### src/rtl/mem_arbiter_pkg.sv
// Shared types for the two-master memory arbiter: FSM state encoding,
// the last-grant marker used for round-robin, and the default bus widths.
package mem_arbiter_pkg;

    // Default widths: word address bits [19:1] and a 16-bit data bus.
    localparam int unsigned ADDR_WIDTH_DEF = 19;
    localparam int unsigned DATA_WIDTH_DEF = 16;

    typedef enum logic [1:0] {
        IDLE        = 2'd0,
        GRANT_INSTR = 2'd1,
        GRANT_DATA  = 2'd2
    } arb_state_t;

    typedef enum logic {
        GRANT_I = 1'b0,
        GRANT_D = 1'b1
    } grant_t;

    // The master that should win a lock-free contention, given who was served last.
    function automatic grant_t other_grant(input grant_t g);
        return (g == GRANT_D) ? GRANT_I : GRANT_D;
    endfunction

    // Grant state that serves a given master.
    function automatic arb_state_t grant_state(input grant_t g);
        return (g == GRANT_D) ? GRANT_DATA : GRANT_INSTR;
    endfunction

endpackage

### src/rtl/mem_arbiter_mux.sv
// Grant-to-bus steering for the memory arbiter. Purely combinational:
// the registered grant state selects which master drives the slave port,
// and the slave ack is returned only to the master that owns the bus.
module mem_arbiter_mux
    import mem_arbiter_pkg::*;
#(
    parameter int unsigned ADDR_WIDTH = ADDR_WIDTH_DEF,
    parameter int unsigned DATA_WIDTH = DATA_WIDTH_DEF
) (
    input  arb_state_t                    state,
    // instruction fetch master
    input  logic [ADDR_WIDTH-1:0]         instr_m_addr,
    output logic [DATA_WIDTH-1:0]         instr_m_data_in,
    output logic                          instr_m_ack,
    // data master
    input  logic [ADDR_WIDTH-1:0]         data_m_addr,
    input  logic [DATA_WIDTH-1:0]         data_m_data_out,
    input  logic                          data_m_wr_en,
    input  logic [DATA_WIDTH/8-1:0]       data_m_bytesel,
    output logic [DATA_WIDTH-1:0]         data_m_data_in,
    output logic                          data_m_ack,
    // slave port
    output logic [ADDR_WIDTH-1:0]         q_m_addr,
    input  logic [DATA_WIDTH-1:0]         q_m_data_in,
    output logic [DATA_WIDTH-1:0]         q_m_data_out,
    output logic                          q_m_access,
    input  logic                          q_m_ack,
    output logic                          q_m_wr_en,
    output logic [DATA_WIDTH/8-1:0]       q_m_bytesel
);

    // Read data needs no gating: a master only looks at it while its ack is high.
    assign instr_m_data_in = q_m_data_in;
    assign data_m_data_in  = q_m_data_in;

    // Drive the slave from the granted master; IDLE parks the bus at all-zero.
    // The grant is held (access stays high) until the slave acks, even if the
    // master misbehaves and drops its request early.
    always_comb begin
        q_m_access   = 1'b0;
        q_m_wr_en    = 1'b0;
        q_m_addr     = '0;
        q_m_data_out = '0;
        q_m_bytesel  = '0;
        instr_m_ack  = 1'b0;
        data_m_ack   = 1'b0;
        case (state)
            GRANT_INSTR: begin
                // Fetches are always full-word reads.
                q_m_access  = 1'b1;
                q_m_addr    = instr_m_addr;
                q_m_bytesel = '1;
                instr_m_ack = q_m_ack;
            end
            GRANT_DATA: begin
                q_m_access   = 1'b1;
                q_m_addr     = data_m_addr;
                q_m_data_out = data_m_data_out;
                q_m_wr_en    = data_m_wr_en;
                q_m_bytesel  = data_m_bytesel;
                data_m_ack   = q_m_ack;
            end
            default: begin
                // IDLE: nothing granted, stray slave acks are dropped here.
            end
        endcase
    end

endmodule

### src/rtl/mem_arbiter.sv
// Two-master, one-slave memory arbiter between the Core's instruction fetch
// and data buses and the board memory controller. Round-robin between the
// two masters, data wins while the Core holds lock.
//
// state       | meaning
// ------------+-----------------------------------------------------------
// IDLE        | no grant; arbitrate the requests seen this cycle
// GRANT_INSTR | slave port owned by the fetch bus until q_m_ack
// GRANT_DATA  | slave port owned by the data bus until q_m_ack
//
// last_grant_q remembers who was served most recently (GRANT_D out of reset,
// so the first contention goes to instr).
module mem_arbiter
    import mem_arbiter_pkg::*;
#(
    parameter int unsigned ADDR_WIDTH = ADDR_WIDTH_DEF,
    parameter int unsigned DATA_WIDTH = DATA_WIDTH_DEF
) (
    input  logic                          clk,
    input  logic                          reset_n,
    // instruction fetch master
    input  logic [ADDR_WIDTH-1:0]         instr_m_addr,
    output logic [DATA_WIDTH-1:0]         instr_m_data_in,
    input  logic                          instr_m_access,
    output logic                          instr_m_ack,
    // data master
    input  logic [ADDR_WIDTH-1:0]         data_m_addr,
    output logic [DATA_WIDTH-1:0]         data_m_data_in,
    input  logic [DATA_WIDTH-1:0]         data_m_data_out,
    input  logic                          data_m_access,
    output logic                          data_m_ack,
    input  logic                          data_m_wr_en,
    input  logic [DATA_WIDTH/8-1:0]       data_m_bytesel,
    input  logic                          lock,
    // slave port
    output logic [ADDR_WIDTH-1:0]         q_m_addr,
    input  logic [DATA_WIDTH-1:0]         q_m_data_in,
    output logic [DATA_WIDTH-1:0]         q_m_data_out,
    output logic                          q_m_access,
    input  logic                          q_m_ack,
    output logic                          q_m_wr_en,
    output logic [DATA_WIDTH/8-1:0]       q_m_bytesel
);

    arb_state_t state_q, state_d;
    grant_t     last_grant_q, last_grant_d;

    // Next-state and round-robin bookkeeping.
    always_comb begin
        state_d      = state_q;
        last_grant_d = last_grant_q;
        case (state_q)
            IDLE: begin
                if (instr_m_access && data_m_access) begin
                    if (lock) begin
                        state_d = GRANT_DATA;
                    end else begin
                        state_d = grant_state(other_grant(last_grant_q));
                    end
                end else if (instr_m_access) begin
                    state_d = GRANT_INSTR;
                end else if (data_m_access) begin
                    state_d = GRANT_DATA;
                end
            end
            GRANT_INSTR: begin
                // The acked master's access is still high this cycle; it is
                // the old request, so only the other master is considered.
                if (q_m_ack) begin
                    last_grant_d = GRANT_I;
                    state_d      = data_m_access ? GRANT_DATA : IDLE;
                end
            end
            GRANT_DATA: begin
                if (q_m_ack) begin
                    last_grant_d = GRANT_D;
                    if (lock && data_m_access) begin
                        // Under lock, drop to IDLE so a re-request from the
                        // data bus wins the next arbitration over instr.
                        state_d = IDLE;
                    end else begin
                        state_d = instr_m_access ? GRANT_INSTR : IDLE;
                    end
                end
            end
            default: begin
                state_d = IDLE;
            end
        endcase
    end

    // State and last-grant registers; reset drops any grant immediately.
    always_ff @(posedge clk or negedge reset_n) begin
        if (!reset_n) begin
            state_q      <= IDLE;
            last_grant_q <= GRANT_D;
        end else begin
            state_q      <= state_d;
            last_grant_q <= last_grant_d;
        end
    end

    mem_arbiter_mux #(
        .ADDR_WIDTH (ADDR_WIDTH),
        .DATA_WIDTH (DATA_WIDTH)
    ) u_mux (
        .state           (state_q),
        .instr_m_addr    (instr_m_addr),
        .instr_m_data_in (instr_m_data_in),
        .instr_m_ack     (instr_m_ack),
        .data_m_addr     (data_m_addr),
        .data_m_data_out (data_m_data_out),
        .data_m_wr_en    (data_m_wr_en),
        .data_m_bytesel  (data_m_bytesel),
        .data_m_data_in  (data_m_data_in),
        .data_m_ack      (data_m_ack),
        .q_m_addr        (q_m_addr),
        .q_m_data_in     (q_m_data_in),
        .q_m_data_out    (q_m_data_out),
        .q_m_access      (q_m_access),
        .q_m_ack         (q_m_ack),
        .q_m_wr_en       (q_m_wr_en),
        .q_m_bytesel     (q_m_bytesel)
    );

endmodule

### config.mk
export PLATFORM = sky130hd
export DESIGN_NAME = mem_arbiter
export DESIGN_NICKNAME = d
export VERILOG_FILES = /design/src/rtl/mem_arbiter_pkg.sv /design/src/rtl/mem_arbiter_mux.sv /design/src/rtl/mem_arbiter.sv
export SDC_FILE = /design/constraint.sdc
export NUM_CORES = 1
export LEC_CHECK = 0
export ABC_AREA = 1
export CAP_MARGIN = 20
export CORE_AREA = 2 2 59 61
export DETAILED_ROUTE_END_ITERATION = 12
export DIE_AREA = 0 0 61 63
export DONT_BUFFER_PORTS = 1
export PLACE_DENSITY = 0.49
export SYNTH_ARGS = -nofsm -noshare
export SYNTH_HDL_FRONTEND = slang
export SYNTH_SLANG_ARGS = --single-unit
### constraint.sdc
create_clock -name clk -period 1.3 [get_ports clk]
set_clock_uncertainty 0.15 [all_clocks]
set_input_delay 0.195 -clock clk [delete_from_list [all_inputs] [get_ports clk]]
set_output_delay 0.195 -clock clk [all_outputs]
set_load 0.01 [all_outputs]
==> impl_results.rst, run 1 <==
.. list-table::
   :header-rows: 1

   * - Metric
     - Value
   * - Kind of critical path
     - reg2out
   * - Reported leakage power
     - 0.641 nW
   * - Critical Path End
     - q_m_addr[5]
   * - Wire length of the first global-routing pass
     - 3950 um
   * - Pin count of the biggest net entering global routing
     - 22
   * - Transition time of the tightest slew-check pin
     - 0.285 ns
   * - Synthesized flop and latch total
     - 3
   * - Worst Reg2Reg Path Length in Cells
     - 8
   * - Later-pin clock latency in the skew report
     - 0.23 ns
   * - Clock sink total
     - 3
   * - Share of synthesized registers carrying an async set or reset
     - 100%
   * - Start of the worst register-to-register path
     - state_q[1]$_DFFE_PN0P_
   * - Arrival time reported for the critical path endpoint
     - 1.38 ns
   * - Number of remaining DRC errors
     - 0
   * - Critical path's top delay family
     - flip-flops
   * - Min-Delay Path Class
     - in2reg
   * - CP Max Fanout
     - 10
   * - Final core area utilization
     - 42.2%
   * - Number of antenna violations at the first check in global routing
     - 0
   * - Reg-to-reg setup timing slack
     - -0.19 ns
   * - Clock edge transition at the registers on the reported setup and hold paths
     - 0.03 ns
   * - Syn_nets
     - 259
   * - Nets
     - 242
   * - Most used flip-flop cell after synthesis
     - dfrtp_1
   * - Source of the critical timing path
     - state_q[0]$_DFFE_PN0P_
   * - Final number of setup-violating endpoints
     - 43
   * - Synthesis-to-finish area growth
     - 42.8%
   * - Clock tree from TritonCTS
     - yes
   * - Pwr/cell area
     - 2570 mW/mm^2
   * - Core outline area
     - 0.00323 mm^2
   * - Count of warnings emitted by yosys
     - 0
   * - Number of CTS-inserted buffers
     - 3
   * - Filler cell count
     - 341
   * - Final max-slew violation count
     - 0
   * - Via count of the first global-routing pass
     - 927
   * - Worst stage delay on the critical path
     - 0.39 ns
   * - Vias
     - 955
   * - Number of primary I/O pins
     - 152
   * - Final hold viol count
     - 0
   * - Most frequent cells in the layout
     - nand2_1, inv_1, a21oi_4
   * - Power Total
     - 3.50 mW
   * - Most frequent standard cell in the layout excluding fill and tap cells
     - nand2_1
   * - Launching element type of the critical path
     - flip-flop
   * - Site row count
     - 21
   * - Routed WL per cell
     - 14.7 um
   * - Max-cap check violation count
     - 0
   * - Fmax
     - 580 MHz
   * - Clock period minus final worst setup slack
     - 1.72 ns
   * - Number of routed nets with antenna violations
     - 0
   * - Outcome
     - complete, but fails checks
   * - Ratio of cells with drive above 1 in the final layout
     - 49.7%
   * - Violated checks
     - setup timing
   * - Final Wtd Congestion
     - 0.802
   * - Sum of negative setup slack
     - -15.49 ns
   * - Post-synthesis average cell area
     - 5.46 um^2
   * - Met1 capacity usage during global routing
     - 11.5%
   * - Overflow left after global routing
     - 0
   * - Number of detailed-routing iterations run before antenna repair
     - 4
   * - Number of buffers and inverters on the critical path
     - 2
   * - Number of DRC violations after detailed-routing iteration 0
     - 25
   * - Post-Syn Area
     - 956 um^2
   * - Final period util
     - 133%
   * - Overall Global Routing Usage
     - 13.2%
   * - Maximum root-to-sink buffer count
     - 2
   * - Count of port buffers added during placement
     - 0
   * - Root Buffer
     - clkbuf_4
   * - Initial Util
     - 29.6%
   * - H-tree depth
     - 1
   * - Hold path cells
     - 4
   * - Number of cells produced by synthesis
     - 175
   * - Endpoint type of the worst setup path
     - output pin
   * - PnR worst setup slack
     - -0.424 ns
   * - Relative slew margins
     - 81.0%
   * - Worst EP required
     - 0.95 ns
   * - GRT met2 Usage
     - 23.5%
   * - Number of enable flip-flop cells after synthesis
     - 0
   * - Overall die height
     - 63 um
   * - Number of stages on the worst setup path
     - 5
   * - Maximum VDD drop
     - 1.24 mV
   * - Number of placed instances with taps included
     - 191
   * - GRT met3 Usage
     - 3.93%
   * - Die extent in x
     - 61 um
   * - Crit-path slowest cell
     - dfrtp_1
   * - RSZ-0062 raised after global routing
     - yes
   * - Vias per cell
     - 4.70
   * - Distinct cell type count of the synthesized netlist
     - 18
   * - Total wire length
     - 2990 um
   * - Cell breakdown of the critical path
     - buf_6, ha_4, clkbuf_16, nand2_1, a21oi_4
   * - Post-route non-filler standard cell count
     - 203
   * - Placed wire-length estimate after detailed placement
     - 2160 um
   * - Critical register-to-register path endpoint
     - state_q[1]$_DFFE_PN0P_
   * - Portion of the post-synthesis area used by sequential elements
     - 7.98%
   * - Busiest metal layer after global routing
     - met2
   * - Die Outline Area
     - 0.00384 mm^2
   * - Worst slack after detailed placement
     - -0.245 ns
   * - # diodes
     - 0
==> cells by family after synthesis <==
group / synth area share, %
DFF: 7.99
adders and majority gates: 6.54
and+or+nand+nor: 31.7
buffers and inverters: 41.2
AOI/OAI and AO/OA: 12.6
==> repair_timing <==
item / in CTS / in global routing
pin swaps: 18 / 8
setup buffers: 2 / 1
cloned: 0 / 3
hold buffers: 2 / 0
endpoints found under the hold margin: 4 / 0
setup endpoints to repair: 44 / 44
resized for setup: 24 / 37
==> worst register-to-register path, cell delays in order (launching register included) <==
cell,delay [ns]
dfrtp_1,0.39
buf_4,0.16
ha_2,0.20
buf_4,0.14
o21ai_2,0.11
nand2_2,0.08
nor2_2,0.09
nand2_1,0.06
nand2_1,0.05
==> cell usage after synthesis (2+ instances only) <==
cell | n | area, um^2
dfrtp_1 | 2 | 50.1
buf_4 | 36 | 270
a21oi_1 | 20 | 100
ha_1 | 5 | 62.6
inv_1 | 25 | 93.8
buf_2 | 3 | 15.0
nor2_1 | 4 | 15.0
nand2_1 | 70 | 263
==> layout make-up <==
| type | count | area, um^2 | share of cell area [%] |
|---|---|---|---|
| clock buffers | 4 | 26.3 | 1.92 |
| inverters | 26 | 105 | 7.70 |
| multi-input cells | 106 | 860 | 63.0 |
| flip-flops and latches | 3 | 76.3 | 5.59 |
| well taps | 46 | 57.6 | 4.22 |
| repair buffers | 18 | 240 | 17.6 |
==> state kept, by name, summed over array words and instances, names as in the netlist <==
name and flops:
state_q 2, last_grant_q 1
==> worst min-delay path by stage <==
stage              startpoint                     end
6_report       instr_m_access  state_q[0]$_DFFE_PN0P_
5_1_grt        instr_m_access  state_q[0]$_DFFE_PN0P_
4_1_cts        instr_m_access  state_q[0]$_DFFE_PN0P_
3_5_place_dp          reset_n  state_q[0]$_DFFE_PN0P_
3_3_place_gp          reset_n  state_q[0]$_DFFE_PN0P_
2_1_floorplan         reset_n  state_q[0]$_DFFE_PN0P_
==> routing by layer <==
metal | vias up | wire (um)
met5 | - | 0
met4 | 0 | 57
met3 | 15 | 339
met2 | 65 | 1570
met1 | 422 | 1030
li1 | 453 | -
==> metrics by stage <==
| stage | hold slack, ns | area (um^2) |
|---|---|---|
| 2_1_floorplan | -0.251 | 1140 |
| 3_3_place_gp | -0.250 | 977 |
| 3_5_place_dp | -0.250 | 977 |
| 4_1_cts | 0.0224 | 1160 |
| 5_1_grt | 0.0334 | 1370 |
| 6_report | 0.0242 | 1370 |
==> where the power goes <==
part | total (mW) | leakage (nW) | internal, mW | switching [mW]
clock | 0.160 | 0.0150 | 0.115 | 0.0454
sequential | 0.178 | 0.0361 | 0.147 | 0.0316
combinational | 3.17 | 0.590 | 1.27 | 1.90
Power figures use the tool's default switching activity.
==> inputs of run 2 (changes only) <==
--- a/config.mk
+++ b/config.mk
@@ -11,6 +11,7 @@
 export DETAILED_ROUTE_END_ITERATION = 12
 export DIE_AREA = 0 0 61 63
 export DONT_BUFFER_PORTS = 1
+export GPL_TIMING_DRIVEN = 0
 export PLACE_DENSITY = 0.49
 export SYNTH_ARGS = -nofsm -noshare
 export SYNTH_HDL_FRONTEND = slang
==> run 2 against run 1 <==
Against the previous run: the run still ends with setup timing left; utilization grew 13 points; critical path type unchanged; clock power about the same; sequential share of layout area shrank 1.1 points; design area increased by 30%.
==> impl_results.rst, run 2 (same netlist as run 1, synthesis figures left out) <==
.. list-table::
   :header-rows: 1

   * - Metric
     - Value
   * - Outcome
     - complete, but fails checks
   * - Violated checks
     - setup timing
   * - Maximum VDD drop
     - 0.744 mV (-40%)
   * - Initial Util
     - 29.6% (unchanged)
   * - Logic gate share of total power
     - 91.7% (+1.4 points)
   * - Nets
     - 288 (+19%)
   * - Wire length of the first global-routing pass
     - 5160 um (+31%)
   * - CP Max Fanout
     - 6 (-4)
   * - Fmax
     - 575 MHz (-0.85%)
   * - Vias per cell
     - 4.61 (-1.9%)
   * - Final number of setup-violating endpoints
     - 44 (+2.3%)
   * - Count of port buffers added during placement
     - 0 (unchanged)
   * - Number of flip-flops in the largest register
     - 2 (unchanged)
   * - Total non-filler cell area in the finished layout
     - 0.00177 mm^2 (+30%)
   * - Startpoint of the tightest hold check path
     - instr_m_access
   * - Number of antenna violations at the first check in global routing
     - 0 (unchanged)
   * - Site row count
     - 21 (unchanged)
   * - Number of DRC violations after detailed-routing iteration 0
     - 24 (-4.0%)
   * - Number of detailed-routing iterations run before antenna repair
     - 4 (unchanged)
   * - Overflow left after global routing
     - 0 (unchanged)
   * - Die Outline Area
     - 0.00384 mm^2 (unchanged)
   * - Clock period minus final worst setup slack
     - 1.74 ns (+0.0147 ns)
   * - Via count of the first global-routing pass
     - 1,166 (+26%)
   * - PnR worst setup slack
     - -0.439 ns (-0.0147 ns)
   * - Endpoint type of the worst setup path
     - output pin
   * - Final Wtd Congestion
     - 0.728 (-9.2%)
   * - Clock edge transition at the registers on the reported setup and hold paths
     - 0.03 ns (about the same)
   * - Overall die height
     - 63 um (unchanged)
   * - Sw power
     - 2.28 mW (+15%)
   * - Share of power burned in registers
     - 4.6% (-0.5 points)
   * - Root Buffer
     - clkbuf_4
   * - Core outline area
     - 0.00323 mm^2 (unchanged)
   * - Number of remaining DRC errors
     - 0 (unchanged)
   * - Arrival time reported for the critical path endpoint
     - 1.39 ns (about the same)
   * - Number of CTS-inserted buffers
     - 3 (unchanged)
   * - Min-Delay Path Class
     - in2reg
   * - Overall Global Routing Usage
     - 17.2% (+4.0 points)
   * - Start of the worst register-to-register path
     - state_q[0]$_DFFE_PN0P_
   * - Switching part of the total power
     - 51.7% (-4.6 points)
   * - Reported leakage power
     - 0.827 nW (+29%)
   * - Source of the critical timing path
     - state_q[1]$_DFFE_PN0P_
   * - # diodes
     - 0 (unchanged)
   * - Largest register by flop count
     - state_q
   * - Final hold viol count
     - 0 (unchanged)
   * - Registers with the most flip-flops
     - state_q: 2 flops, last_grant_q: 1 flops
   * - Cell breakdown of the critical path
     - inv_4, ha_4, inv_8, buf_12, a21oi_4
   * - Final max-slew violation count
     - 0 (unchanged)
   * - Maximum root-to-sink buffer count
     - 2 (unchanged)
   * - Final period util
     - 134% (+1.1 points)
   * - RSZ-0062 raised after global routing
     - yes
   * - Number of primary I/O pins
     - 152 (unchanged)
   * - Later-pin clock latency in the skew report
     - 0.23 ns (about the same)
   * - Dpl cell area
     - 0.00120 mm^2 (+23%)
   * - Placed wire-length estimate after detailed placement
     - 2620 um (+21%)
   * - H-tree depth
     - 1 (unchanged)
   * - Clock tree from TritonCTS
     - yes
   * - Worst EP required
     - 0.95 ns (about the same)
   * - Hold slack final
     - 0.0271 ns (+0.00295 ns)
   * - Synthesis-to-finish area growth
     - 85.6%
   * - Proportion of power drawn by the clock network
     - 3.7% (-0.9 points)
   * - Relative slew margins
     - 88.4% (+7.5 points)
   * - Most frequent standard cell in the layout excluding fill and tap cells
     - buf_4
   * - Transition time of the tightest slew-check pin
     - 0.173 ns (-0.112 ns)
   * - Internal Power
     - 2.13 mW (+39%)
   * - Ratio of cells with drive above 1 in the final layout
     - 78.3% (+29 points)
   * - Routed WL per cell
     - 14.4 um (-2.5%)
   * - Number of routed nets with antenna violations
     - 0 (unchanged)
   * - Pwr/cell area
     - 2480 mW/mm^2 (-3.4%)
   * - Vias
     - 1,149 (+20%)
   * - Crit-path slowest cell
     - dfrtp_2
   * - Clock sink total
     - 3 (unchanged)
   * - Die extent in x
     - 61 um (unchanged)
   * - Max-cap check violation count
     - 0 (unchanged)
   * - Launching element type of the critical path
     - flip-flop
   * - Most frequent cells in the layout
     - buf_4, nand2_2, nand2_1
   * - Total wire length
     - 3580 um (+20%)
   * - Pin count of the biggest net entering global routing
     - 11 (-50%)
   * - Kind of critical path
     - reg2out
   * - Worst stage delay on the critical path
     - 0.41 ns (+0.02 ns)
-- run 2: cell types whose count changed in the layout (fill, tap and decap cells not counted), sizes merged --
| cell | change |
|---|---|
| buf | +48 |
| clkbuf | -3 |
| dlygate4sd3 | +1 |
-- run 2: cell type report --
cell class,instances,area (um^2)
Fill cell,321,1460
Multi-Input combinational cell,106,892
Buffer,39,332
Timing Repair Buffer,25,273
Inverter,26,115
Sequential cell,3,78.8
Tap cell,46,57.6
Clock buffer,4,26.3
-- run 2: final timing paths --
check                           slack [ns]  cells past startpoint                  endpoint
worst max-delay path                 -0.44                      5               q_m_addr[6]
worst min-delay path                  0.03                      4    state_q[0]$_DFFE_PN0P_
worst max register to register       -0.25                      8    state_q[1]$_DFFE_PN0P_
worst min register to register        0.36                      2  last_grant_q$_DFFE_PN1P_
max in group asynchronous             0.71                      1  last_grant_q$_DFFE_PN1P_
min in group asynchronous             0.07                      1    state_q[0]$_DFFE_PN0P_
-- run 2: per-layer routing --
layer / GRT usage (%) / vias up / share of wire, %
met4: 3.26 / 0 / 0.34
met5: 0 / - / 0
li1: - / 545 / -
met3: 3.73 / 2 / 11
met1: 15.9 / 523 / 32
met2: 35.6 / 79 / 57
-- run 2: metrics by stage --
step	setup WS (ns)	util (%)	std cells	power [mW]	TNS (ns)
2_1_floorplan	-0.149	-	175	2.23	-4.36
3_3_place_gp	-0.294	37.2	221	2.53	-8.50
3_5_place_dp	-0.324	37.2	221	2.57	-9.40
4_1_cts	-0.450	49.2	243	3.96	-16.83
5_1_grt	-0.509	54.9	249	4.69	-18.69
6_report	-0.439	54.9	249	4.40	-16.26
-- run 2: what timing repair did --
| action | 4_1_cts | 5_1_grt |
|---|---|---|
| endpoints found under the setup margin | 44 | 44 |
| hold buffers | 2 | 1 |
| gates resized for setup | 62 | 57 |
| pin swaps | 25 | 9 |
| endpoints found under the hold margin | 4 | 1 |
| buffers inserted | 10 | 6 |
| cloned | 6 | 0 |
-- run 2: power groups by stage --
stage	logic (mW)	registers (mW)	clock network (mW)
after floorplan	2.05	0.182	0
after global placement	2.33	0.197	0
after detailed placement	2.37	0.199	0
after CTS	3.59	0.208	0.170
after global routing	4.30	0.208	0.181
final	4.04	0.204	0.162
-- run 2: worst max-delay path, delay by kind of cell, from the launching register on --
family / cells / cell delay (ns)
adder cells (fa/ha/maj): 1 / 0.33
AO/OA/AOI/OAI: 1 / 0.16
buffers and inverters: 3 / 0.26
flip-flops: 1 / 0.41
==> inputs of run 3 (changes only) <==
--- a/config.mk
+++ b/config.mk
@@ -8,6 +8,7 @@
 export ABC_AREA = 1
 export CAP_MARGIN = 20
 export CORE_AREA = 2 2 59 61
+export CTS_CLUSTER_DIAMETER = 150
 export DETAILED_ROUTE_END_ITERATION = 12
 export DIE_AREA = 0 0 61 63
 export DONT_BUFFER_PORTS = 1
==> constraint.sdc (replaced) <==
create_clock -name clk -period 1.3 [get_ports clk]
set_clock_uncertainty 0.15 [all_clocks]
set_input_delay 0.26 -clock clk [delete_from_list [all_inputs] [get_ports clk]]
set_output_delay 0.26 -clock clk [all_outputs]
set_load 0.01 [all_outputs]
==> run 3 against run 2 <==
Against the previous run: the flow still finishes with violations (setup timing); flip-flop and latch count is the same; clock-buffer cell count is the same; worst setup slack lost 0.062 ns; design area shrank 1.1%; clock power about the same; combinational power is essentially flat; sequential power barely moved; utilization down 0.62 points; global-route usage barely moved; hold slack better by 0.031 ns; largest cell class unchanged; critical path type unchanged; maximum frequency down 3.5%; register-to-register slack about the same.
==> impl_results.rst, run 3 (same netlist as run 1, synthesis figures left out) <==
.. list-table::
   :header-rows: 1

   * - Metric
     - Value
   * - Site row count
     - 21 (unchanged)
   * - Kind of critical path
     - reg2out
   * - Worst slack after detailed placement
     - -0.389 ns (-0.0650 ns)
   * - Number of antenna violations at the first check in global routing
     - 0 (unchanged)
   * - Core outline area
     - 0.00323 mm^2 (unchanged)
   * - Clock period minus final worst setup slack
     - 1.80 ns (+0.0625 ns)
   * - Maximum VDD drop
     - 0.744 mV (about the same)
   * - Number of detailed-routing iterations run before antenna repair
     - 4 (unchanged)
   * - Pin count of the biggest net entering global routing
     - 11 (unchanged)
   * - Wire length of the first global-routing pass
     - 5150 um (-0.27%)
   * - Fmax
     - 555 MHz (-3.5%)
   * - Crit-path slowest cell
     - dfrtp_2
   * - Overflow left after global routing
     - 0 (unchanged)
   * - Final number of setup-violating endpoints
     - 44 (unchanged)
   * - RSZ-0062 raised after global routing
     - yes
   * - Routed WL per cell
     - 14.4 um (+0.47%)
   * - Final max-slew violation count
     - 0 (unchanged)
   * - PnR worst setup slack
     - -0.501 ns (-0.0625 ns)
   * - Number of DRC violations after detailed-routing iteration 0
     - 11 (-54%)
   * - Endpoint type of the worst setup path
     - output pin
   * - Arrival time reported for the critical path endpoint
     - 1.39 ns (about the same)
   * - Most frequent cells in the layout
     - buf_4, nand2_2, nand2_1
   * - Filler cell count
     - 324 (+0.93%)
   * - Wire length on met2
     - 2000 um (-1.5%)
   * - Overall die height
     - 63 um (unchanged)
   * - Synthesis-to-finish area growth
     - 83.5%
   * - Number of placed instances with taps included
     - 221 (unchanged)
   * - # diodes
     - 0 (unchanged)
   * - Pwr/cell area
     - 2510 mW/mm^2 (+1.1%)
   * - Clock edge transition at the registers on the reported setup and hold paths
     - 0.04 ns (about the same)
   * - Clock sink total
     - 3 (unchanged)
   * - Final hold viol count
     - 0 (unchanged)
   * - Cell breakdown of the critical path
     - inv_4, ha_4, inv_8, buf_12, a21oi_4
   * - Number of primary I/O pins
     - 152 (unchanged)
   * - Nets
     - 286 (-0.69%)
   * - Count of port buffers added during placement
     - 0 (unchanged)
   * - Total wire length
     - 3560 um (-0.34%)
   * - Worst EP required
     - 0.89 ns (-0.06 ns)
   * - Final period util
     - 139% (+4.8 points)
   * - Routed length on met1
     - 1170 um (+1.5%)
   * - Die extent in x
     - 61 um (unchanged)
   * - Reported leakage power
     - 0.818 nW (-1.0%)
   * - Clock tree from TritonCTS
     - yes
   * - Post-route non-filler standard cell count
     - 247 (-0.80%)
   * - Relative slew margins
     - 88.4% (unchanged)
   * - Die Outline Area
     - 0.00384 mm^2 (unchanged)
   * - Met3 wire length
     - 381 um (+0.53%)
   * - Highest metal layer used by the detailed router
     - met4
   * - H-tree depth
     - 1 (unchanged)
   * - Largest register by flop count
     - state_q
   * - Number of remaining DRC errors
     - 0 (unchanged)
   * - Vias
     - 1,135 (-1.2%)
   * - Number of routed nets with antenna violations
     - 0 (unchanged)
   * - Violated checks
     - setup timing
   * - Registers with the most flip-flops
     - state_q: 2 flops, last_grant_q: 1 flops
   * - Number of flip-flops in the largest register
     - 2 (unchanged)
   * - Ratio of cells with drive above 1 in the final layout
     - 79.1% (+0.78 points)
   * - Max-cap check violation count
     - 0 (unchanged)
   * - Most frequent standard cell in the layout excluding fill and tap cells
     - buf_4
   * - Placed wire-length estimate after detailed placement
     - 2620 um (unchanged)
   * - CP Max Fanout
     - 6 (unchanged)
   * - Outcome
     - complete, but fails checks
   * - Transition time of the tightest slew-check pin
     - 0.173 ns (unchanged)
   * - Root Buffer
     - clkbuf_4
   * - Maximum root-to-sink buffer count
     - 2 (unchanged)
   * - Final Wtd Congestion
     - 0.728 (unchanged)
   * - Via count of the first global-routing pass
     - 1,154 (-1.0%)
   * - Launching element type of the critical path
     - flip-flop
   * - Vias per cell
     - 4.60 (-0.42%)
   * - Worst stage delay on the critical path
     - 0.41 ns (about the same)
   * - Min-Delay Path Class
     - in2reg
   * - Later-pin clock latency in the skew report
     - 0.23 ns (about the same)
   * - Number of CTS-inserted buffers
     - 3 (unchanged)
   * - Overall Global Routing Usage
     - 17.1% (-0.041 points)
   * - Initial Util
     - 29.6% (unchanged)
## run 3: routing by layer
| layer | up-vias | GRT usage [%] |
|---|---|---|
| li1 | 540 | - |
| met1 | 514 | 16.0 |
| met2 | 79 | 35.3 |
| met3 | 2 | 3.73 |
| met4 | 0 | 3.26 |
| met5 | - | 0 |
## run 3: final cells by class
type	count	area [um^2]	share of cell area [%]
multi-input combinational	106	892	50.9
tap	46	57.6	3.28
buffer	39	332	18.9
timing repair buffer	23	253	14.4
inverter	26	115	6.56
sequential	3	78.8	4.49
clock buffer	4	26.3	1.50
## run 3: path summary, 6_finish.rpt
kind,start,to,slack [ns],cells past startpoint
max,state_q[1]$_DFFE_PN0P_,q_m_addr[6],-0.50,5
min,q_m_ack,last_grant_q$_DFFE_PN1P_,0.06,2
max reg2reg,state_q[0]$_DFFE_PN0P_,state_q[1]$_DFFE_PN0P_,-0.25,8
min reg2reg,last_grant_q$_DFFE_PN1P_,last_grant_q$_DFFE_PN1P_,0.36,2
max in group asynchronous,reset_n,last_grant_q$_DFFE_PN1P_,0.64,1
min in group asynchronous,reset_n,state_q[0]$_DFFE_PN0P_,0.14,1
## run 3: per-stage QoR
step / total power, mW / setup TNS, ns / hold slack [ns] / utilization (%) / area [um^2]
global route: 4.69 / -21.34 / 0.0535 / 54.3 / 1750
global placement: 2.53 / -11.10 / -0.186 / 37.2 / 1200
floorplan: 2.23 / -6.73 / -0.186 / - / 1140
CTS: 3.96 / -19.49 / 0.0390 / 48.9 / 1580
finish: 4.40 / -18.87 / 0.0583 / 54.3 / 1750
detailed placement: 2.57 / -12.00 / -0.186 / 37.2 / 1200
## run 3: what timing repair did
action                                 4_1_cts  5_1_grt
setup endpoints to repair                   44       44
endpoints found under the hold margin        3        0
gates cloned                                 6        0
setup buffers                               10        6
hold buffers                                 1        0
pin swaps                                   25        9
resized for setup                           62       57
## run 3: power by group
group | leakage [nW] | internal [mW] | switching, mW
registers | 0.0335 | 0.153 | 0.0506
clock network | 0.0150 | 0.115 | 0.0460
logic | 0.770 | 1.85 | 2.18
total | 0.818 | 2.12 | 2.28
## run 3: critical path: cells and delay by family (launching register included)
family                   cells  cell delay, ns
adder cells (fa/ha/maj)      1            0.33
buffers and inverters        3            0.26
AO/OA/AOI/OAI                1            0.16
flip-flops                   1            0.41
